<file path="src/rtl/lb2x2_pkg.sv">
// Shared types and constants for the 2x2 line-buffer sequencer (linebuffer_2x2_ctrl).
package lb2x2_pkg;

  localparam int unsigned LB_HW      = 9;
  localparam logic [2:0]  LB_SEL_MAX = 3'd5;
  localparam int unsigned LB_W_TAB [6] = '{8, 16, 32, 64, 128, 256};

  typedef enum logic [1:0] {
    ST_IDLE,
    ST_RUN,
    ST_DRAIN,
    ST_DONE
  } lb_state_t;

endpackage

</file>
<file path="src/rtl/lb2x2_valid_pipe.sv">
// Fixed-depth delay line carrying {valid, row, col, last} from pixel accept
// to the point where the matching window leaves the line-buffer bank.
module lb2x2_valid_pipe
  import lb2x2_pkg::*;
#(
  parameter int unsigned LAT = 1,
  parameter int unsigned HW  = LB_HW
) (
  input  logic          clk,
  input  logic          rstn,
  input  logic          i_valid,
  input  logic [HW-1:0] i_row,
  input  logic [HW-1:0] i_col,
  input  logic          i_last,
  output logic          o_valid,
  output logic [HW-1:0] o_row,
  output logic [HW-1:0] o_col,
  output logic          o_last
);

  logic          r_valid [LAT];
  logic [HW-1:0] r_row   [LAT];
  logic [HW-1:0] r_col   [LAT];
  logic          r_last  [LAT];

  always_ff @(posedge clk or negedge rstn) begin
    if (!rstn) begin
      for (int unsigned i = 0; i < LAT; i++) begin
        r_valid[i] <= 1'b0;
        r_row[i]   <= '0;
        r_col[i]   <= '0;
        r_last[i]  <= 1'b0;
      end
    end else begin
      r_valid[0] <= i_valid;
      r_row[0]   <= i_row;
      r_col[0]   <= i_col;
      r_last[0]  <= i_last;
      for (int unsigned i = 1; i < LAT; i++) begin
        r_valid[i] <= r_valid[i-1];
        r_row[i]   <= r_row[i-1];
        r_col[i]   <= r_col[i-1];
        r_last[i]  <= r_last[i-1];
      end
    end
  end

  assign o_valid = r_valid[LAT-1];
  assign o_row   = r_row[LAT-1];
  assign o_col   = r_col[LAT-1];
  assign o_last  = r_last[LAT-1];

endmodule

</file>
<file path="src/rtl/linebuffer_2x2_ctrl.sv">
// Sequencer for the 8-lane 2x2 line-buffer bank feeding max-pool.
// Optional overlapping-window mode is enabled by defining LB2X2_STRIDE1_EN.
module linebuffer_2x2_ctrl
  import lb2x2_pkg::*;
#(
  parameter int unsigned W0     = LB_W_TAB[0],
  parameter int unsigned W1     = LB_W_TAB[1],
  parameter int unsigned W2     = LB_W_TAB[2],
  parameter int unsigned W3     = LB_W_TAB[3],
  parameter int unsigned W4     = LB_W_TAB[4],
  parameter int unsigned W5     = LB_W_TAB[5],
  parameter int unsigned LB_LAT = 1,
  parameter int unsigned HW     = LB_HW
) (
  input  logic          clk,
  input  logic          rstn,
  input  logic          cfg_start,
  input  logic [2:0]    cfg_sel,
  input  logic [HW-1:0] cfg_height,
`ifdef LB2X2_STRIDE1_EN
  input  logic          cfg_stride1,
`endif
  output logic          cfg_busy,
  output logic          cfg_err,
  output logic          done,
  input  logic          s_valid,
  output logic          s_ready,
  output logic [2:0]    lb_sel,
  output logic          lb_shift,
  output logic          win_valid,
  output logic [HW-1:0] win_row,
  output logic [HW-1:0] win_col,
  output logic          win_last
);

  function automatic logic [HW-1:0] width_m1(input logic [2:0] sel);
    case (sel)
      3'd0:    width_m1 = HW'(W0 - 1);
      3'd1:    width_m1 = HW'(W1 - 1);
      3'd2:    width_m1 = HW'(W2 - 1);
      3'd3:    width_m1 = HW'(W3 - 1);
      3'd4:    width_m1 = HW'(W4 - 1);
      default: width_m1 = HW'(W5 - 1);
    endcase
  endfunction

  lb_state_t     r_state, w_state_nxt;
  logic [HW-1:0] r_wm1, r_hm1, r_row, r_col;
  logic [2:0]    r_sel;
  logic          r_err, r_stride1;

  logic          w_stride1_in, w_cfg_ok, w_idle, w_start, w_acc, w_col_end, w_final;
  logic          w_win;
  logic [HW-1:0] w_win_row, w_win_col;
  logic          w_pipe_last;

`ifdef LB2X2_STRIDE1_EN
  assign w_stride1_in = cfg_stride1;
`else
  assign w_stride1_in = 1'b0;
`endif

  assign w_cfg_ok  = (cfg_sel <= LB_SEL_MAX) && (cfg_height >= HW'(2)) &&
                     (!cfg_height[0] || w_stride1_in);
  assign w_idle    = (r_state == ST_IDLE);
  assign w_start   = w_idle && cfg_start && w_cfg_ok;
  assign w_acc     = (r_state == ST_RUN) && s_valid;
  assign w_col_end = (r_col == r_wm1);
  assign w_final   = w_acc && w_col_end && (r_row == r_hm1);

  // Stride-2 windows close on (odd row, odd col); stride-1 on every pixel past the first row/col.
  assign w_win     = w_acc && (r_stride1 ? ((r_row != '0) && (r_col != '0))
                                         : (r_row[0] && r_col[0]));
  assign w_win_row = r_stride1 ? (r_row - HW'(1)) : {1'b0, r_row[HW-1:1]};
  assign w_win_col = r_stride1 ? (r_col - HW'(1)) : {1'b0, r_col[HW-1:1]};

  always_comb begin
    w_state_nxt = r_state;
    case (r_state)
      ST_IDLE:  if (w_start)     w_state_nxt = ST_RUN;
      ST_RUN:   if (w_final)     w_state_nxt = ST_DRAIN;
      ST_DRAIN: if (w_pipe_last) w_state_nxt = ST_DONE;
      ST_DONE:                   w_state_nxt = ST_IDLE;
      default:                   w_state_nxt = ST_IDLE;
    endcase
  end

  always_ff @(posedge clk or negedge rstn) begin
    if (!rstn) begin
      r_state   <= ST_IDLE;
      r_wm1     <= '0;
      r_hm1     <= '0;
      r_row     <= '0;
      r_col     <= '0;
      r_sel     <= '0;
      r_err     <= 1'b0;
      r_stride1 <= 1'b0;
    end else begin
      r_state <= w_state_nxt;
      r_err   <= w_idle && cfg_start && !w_cfg_ok;
      if (w_start) begin
        r_wm1     <= width_m1(cfg_sel);
        r_hm1     <= cfg_height - HW'(1);
        r_sel     <= cfg_sel;
        r_stride1 <= w_stride1_in;
        r_row     <= '0;
        r_col     <= '0;
      end else if (w_acc) begin
        if (w_col_end) begin
          r_col <= '0;
          r_row <= r_row + HW'(1);
        end else begin
          r_col <= r_col + HW'(1);
        end
      end
    end
  end

  lb2x2_valid_pipe #(
    .LAT (LB_LAT),
    .HW  (HW)
  ) u_pipe (
    .clk     (clk),
    .rstn    (rstn),
    .i_valid (w_win),
    .i_row   (w_win_row),
    .i_col   (w_win_col),
    .i_last  (w_final),
    .o_valid (win_valid),
    .o_row   (win_row),
    .o_col   (win_col),
    .o_last  (w_pipe_last)
  );

  assign win_last = w_pipe_last;
  assign cfg_busy = (r_state == ST_RUN) || (r_state == ST_DRAIN);
  assign done     = (r_state == ST_DONE);
  assign s_ready  = (r_state == ST_RUN);
  assign lb_shift = s_valid && s_ready;
  assign cfg_err  = r_err;
  assign lb_sel   = r_sel;

endmodule
</file>
<file path="config.mk">
export PLATFORM = sky130hd
export DESIGN_NAME = linebuffer_2x2_ctrl
export DESIGN_NICKNAME = d
export VERILOG_FILES = /design/src/rtl/lb2x2_pkg.sv /design/src/rtl/lb2x2_valid_pipe.sv /design/src/rtl/linebuffer_2x2_ctrl.sv
export SDC_FILE = /design/constraint.sdc
export NUM_CORES = 1
export LEC_CHECK = 0
export ABC_AREA = 1
export CAP_MARGIN = 5
export CORE_UTILIZATION = 51
export CTS_CLUSTER_SIZE = 8
export DETAILED_ROUTE_END_ITERATION = 10
export GPL_TIMING_DRIVEN = 1
export PLACE_DENSITY = 0.76
export RECOVER_POWER = 50
export SETUP_SLACK_MARGIN = 0.4
export SYNTH_ARGS = -nofsm -noshare
export SYNTH_HDL_FRONTEND = slang
export SYNTH_SLANG_ARGS = --single-unit
</file>
<file path="constraint.sdc">
create_clock -name clk -period 1.7 [get_ports clk]
set_input_delay 0.425 -clock clk [delete_from_list [all_inputs] [get_ports clk]]
set_output_delay 0.425 -clock clk [all_outputs]
set_load 0.005 [all_outputs]
</file>
==> run summary <==
Final Net Count - 495
Failing checks - setup timing
Final clock skew - 11.7 ps
Peak VDD IR - 1110 uV
Depth of the most critical reg-to-reg path - 9
Crit path cell chain - ha_2 > nand2_1 > inv_2 > nand2_2 > nor3_4 > nand2_2 > nor2_4 > a21oi_1 > nor2_1
Syn Area/Cell - 8.75 sq um
Crit path DAT - 2060 ps
Worst-path clk slew - 70 ps
Die area - 5970 sq um
Pwr per Cell Area - 1390 nW/um^2
Synth top area cells - dfrtp_1 (49%), nand2_1 (11%), nor2_1 (4.5%), inv_1 (4.2%), xor2_1 (3.9%)
Core Util, Final - 88.6%
Worst min-delay path category - input pin to asynchronous set/reset pin
Pleak - 0.00243 uW
Combinational power share - 48.8%
Start point of the critical path - r_col[1]$_DFFE_PN0P_
Largest stage delay, worst path - 420 ps
Clk pwr share - 19.1%
Max Cap Viol - 0
Critical path required time - 1950 ps
Crit path depth - 9
Sequential-to-total area share from yosys stat - 49.4%
Actual slew at the worst max-slew pin - 1360 ps
Yosys reg bits - 57
Synth area leader - dfrtp_1
Initial antenna violation count - 0
Pin count of the biggest net entering global routing - 58
Core ar. - 5470 sq um
Rel. slew slack - 9.26%
Layout area overhead - 68.0%
H-tree lvl count - 3
Setup repair after global routing missed its margin - yes
I/O Buffers - 41
Final Worst Setup Slack - -106 ps
Top Ports - 44
Startpoint class of the critical path - flop
Yosys top cell area share - 49.4%
Minimum clock period - 1810 ps
Bufs on Longest Clock Path - 2
Setup-failing EPs final - 13
WL/cell - 21.4 um
Vias in the first global route - 2939
# rows - 27
Pre-antenna DRT Iters - 5
Synth Cell Area - 2890 sq um
Die Span X - 77.3 um
CTS tree - done
Slowest-stage cell, CP - dfrtp_1
Placed Cells - 470
CP most frequent cell - nand2_2
Final Hold Viols - 0
Vias per cell - 6.06
Sw Ratio - 40.0%
Syn Inst Count - 330
Yosys Warn Count - 0
WS Path Type - flop to flop
Half-perimeter wire length after placement - 4.23 mm
Count of cell types in the netlist - 33
P_int - 4040 uW
Share of layout cells above drive strength 1 - 57.6%
Slew Limit Fails - 0
Skew-Pair Late Insertion Delay - 350 ps
Routability-driven placement congestion ratio - 0.895
Total routed wirelength - 11.7 mm
Total power - 6740 uW
Critical path endpoint category - flop
Reg power frac - 32.1%
DRC viols - 0
Crit path buf inv count - 1
Achievable Freq - 0.554 GHz
Outcome - finished with violations
Fin crit share - 106%
Delay-heaviest family, CP - simple AND/OR/NAND/NOR gates
Grt ovf - 0
Routed Antenna Nets - 0
Global Route Usage Sum - 31.9%
Fill cells - 235
Num Clock Sinks - 57
Final hold slack - 470 ps
CP max FO - 5
CTS root buf - clkbuf_8
Layout Cells excl Fill - 546
Antenna fix cells - 0
First-pass GRT wire length - 14.2 mm
Vias - 3307
Initial DRC count - 359
Post-route setup TNS - -383 ps
Die height - 77.3 um
Reg2Reg Launch Point - r_col[1]$_DFFE_PN0P_
Starting Density - 52.8%
Sw Pwr - 2700 uW
Cts bufs inserted - 9
Cts-stage hold buffer count - 0
state kept, by name (all words and copies together) (netlist names):
signal / cells
cfg_err: 1
lb_sel: 3
r_col: 9
r_hm1: 9
r_row: 9
r_state: 2
r_wm1: 6
u_pipe.o_col: 8
u_pipe.o_last: 1
u_pipe.o_row: 8
u_pipe.o_valid: 1
area by class of cell:
type / instances / area, sq um / area share, %
multi-input cells: 232 / 1790 / 36.9
flip-flops and latches: 57 / 1430 / 29.5
repair buffers: 133 / 1170 / 24.1
inverters: 37 / 178 / 3.66
clock buffers: 12 / 155 / 3.20
well taps: 72 / 90.1 / 1.86
clock inverters: 3 / 40.0 / 0.825
worst reg2reg max path: cells and delay by family, from the launching register on:
kind            cells  cell delay (ps)
fa+ha+maj           1              230
simple gates        6              870
buf+inv             1               90
flops               1              420
compound gates      1              100
through the flow:
step	setup slack [ps]	area, sq um
2_1_floorplan	212	2980
3_3_place_gp	-537	3670
3_5_place_dp	-570	3670
4_1_cts	29.8	4500
5_1_grt	-172	4850
6_report	-106	4850
kinds of logic (layout without fill, tap and decap cells):
group           after synthesis  count (layout)  synth area share [%]
buf+inv                      44             185                  6.93
compound gates               33              33                  7.58
simple gates                167             169                  26.3
xor+xnor                     19              19                  5.76
fa+ha+maj                     9               9                  3.90
flops                        57              57                  49.4
other cells                   1               2                 0.130
cells in the final DEF (no fill, tap or decap), drive strengths merged:
cell / n
xor2: 13
nor3: 8
clkbuf: 18
nor4: 1
or2: 3
o21ai: 20
nand4: 5
ha: 9
inv: 36
nor2: 39
dlygate4sd2: 1
clkdlybuf4s50: 4
o211ai: 2
o22ai: 1
buf: 121
conb: 2
dfrtp: 57
xnor2: 6
o31ai: 2
bufinv: 1
nand3: 20
a21oi: 8
clkinv: 3
nand2: 93
clkdlybuf4s15: 1
power by group through the flow:
stage                     Clock (uW)  Sequential, uW  Combinational [uW]
after floorplan                    0            2000                1210
after global placement             0            2040                1810
after detailed placement           0            2050                1870
after CTS                       1260            2040                2620
after global routing            1350            2180                3440
final                           1290            2160                3280
worst paths after layout:
kind / endpoint / slack (ps)
max: r_col[8]$_DFFE_PN0P_ / -110
min: r_hm1[1]$_DFFE_PN0N_ / 470
max reg2reg: r_col[8]$_DFFE_PN0P_ / -110
min reg2reg: u_pipe.o_row[7]$_DFF_PN0_ / 480
max in group asynchronous: r_state[0]$_DFFE_PN0P_ / 310
min in group clk: u_pipe.o_row[7]$_DFF_PN0_ / 480
Yosys cell counts, drive strengths merged:
| cell type | n |
|---|---|
| nand2 | 92 |
| dfrtp | 57 |
| nor2 | 39 |
| inv | 37 |
| o21ai | 20 |
| nand3 | 19 |
| xor2 | 13 |
| ha | 9 |
| a21oi | 8 |
| nor3 | 8 |
| buf | 7 |
| xnor2 | 6 |
| nand4 | 5 |
| or2 | 3 |
| o211ai | 2 |
| o31ai | 2 |
| conb | 1 |
| nor4 | 1 |
| o22ai | 1 |
per-layer routing:
metal	wire (um)	global-route usage (%)	part of all wire (%)	vias up
li1	-	-	-	1327
met1	3910	36.2	33	1589
met5	0	0	0	-
met4	961	19.2	8.2	0
met2	5730	55.8	49	272
met3	1080	5.24	9.2	119
what timing repair did:
item                       in CTS  in global routing
pin swaps                      39                 32
buffers inserted               43                 13
setup endpoints to repair      65                 49
gates resized for setup       224                 78
cloned                          4                  1
(Power assumes the default switching activity.)
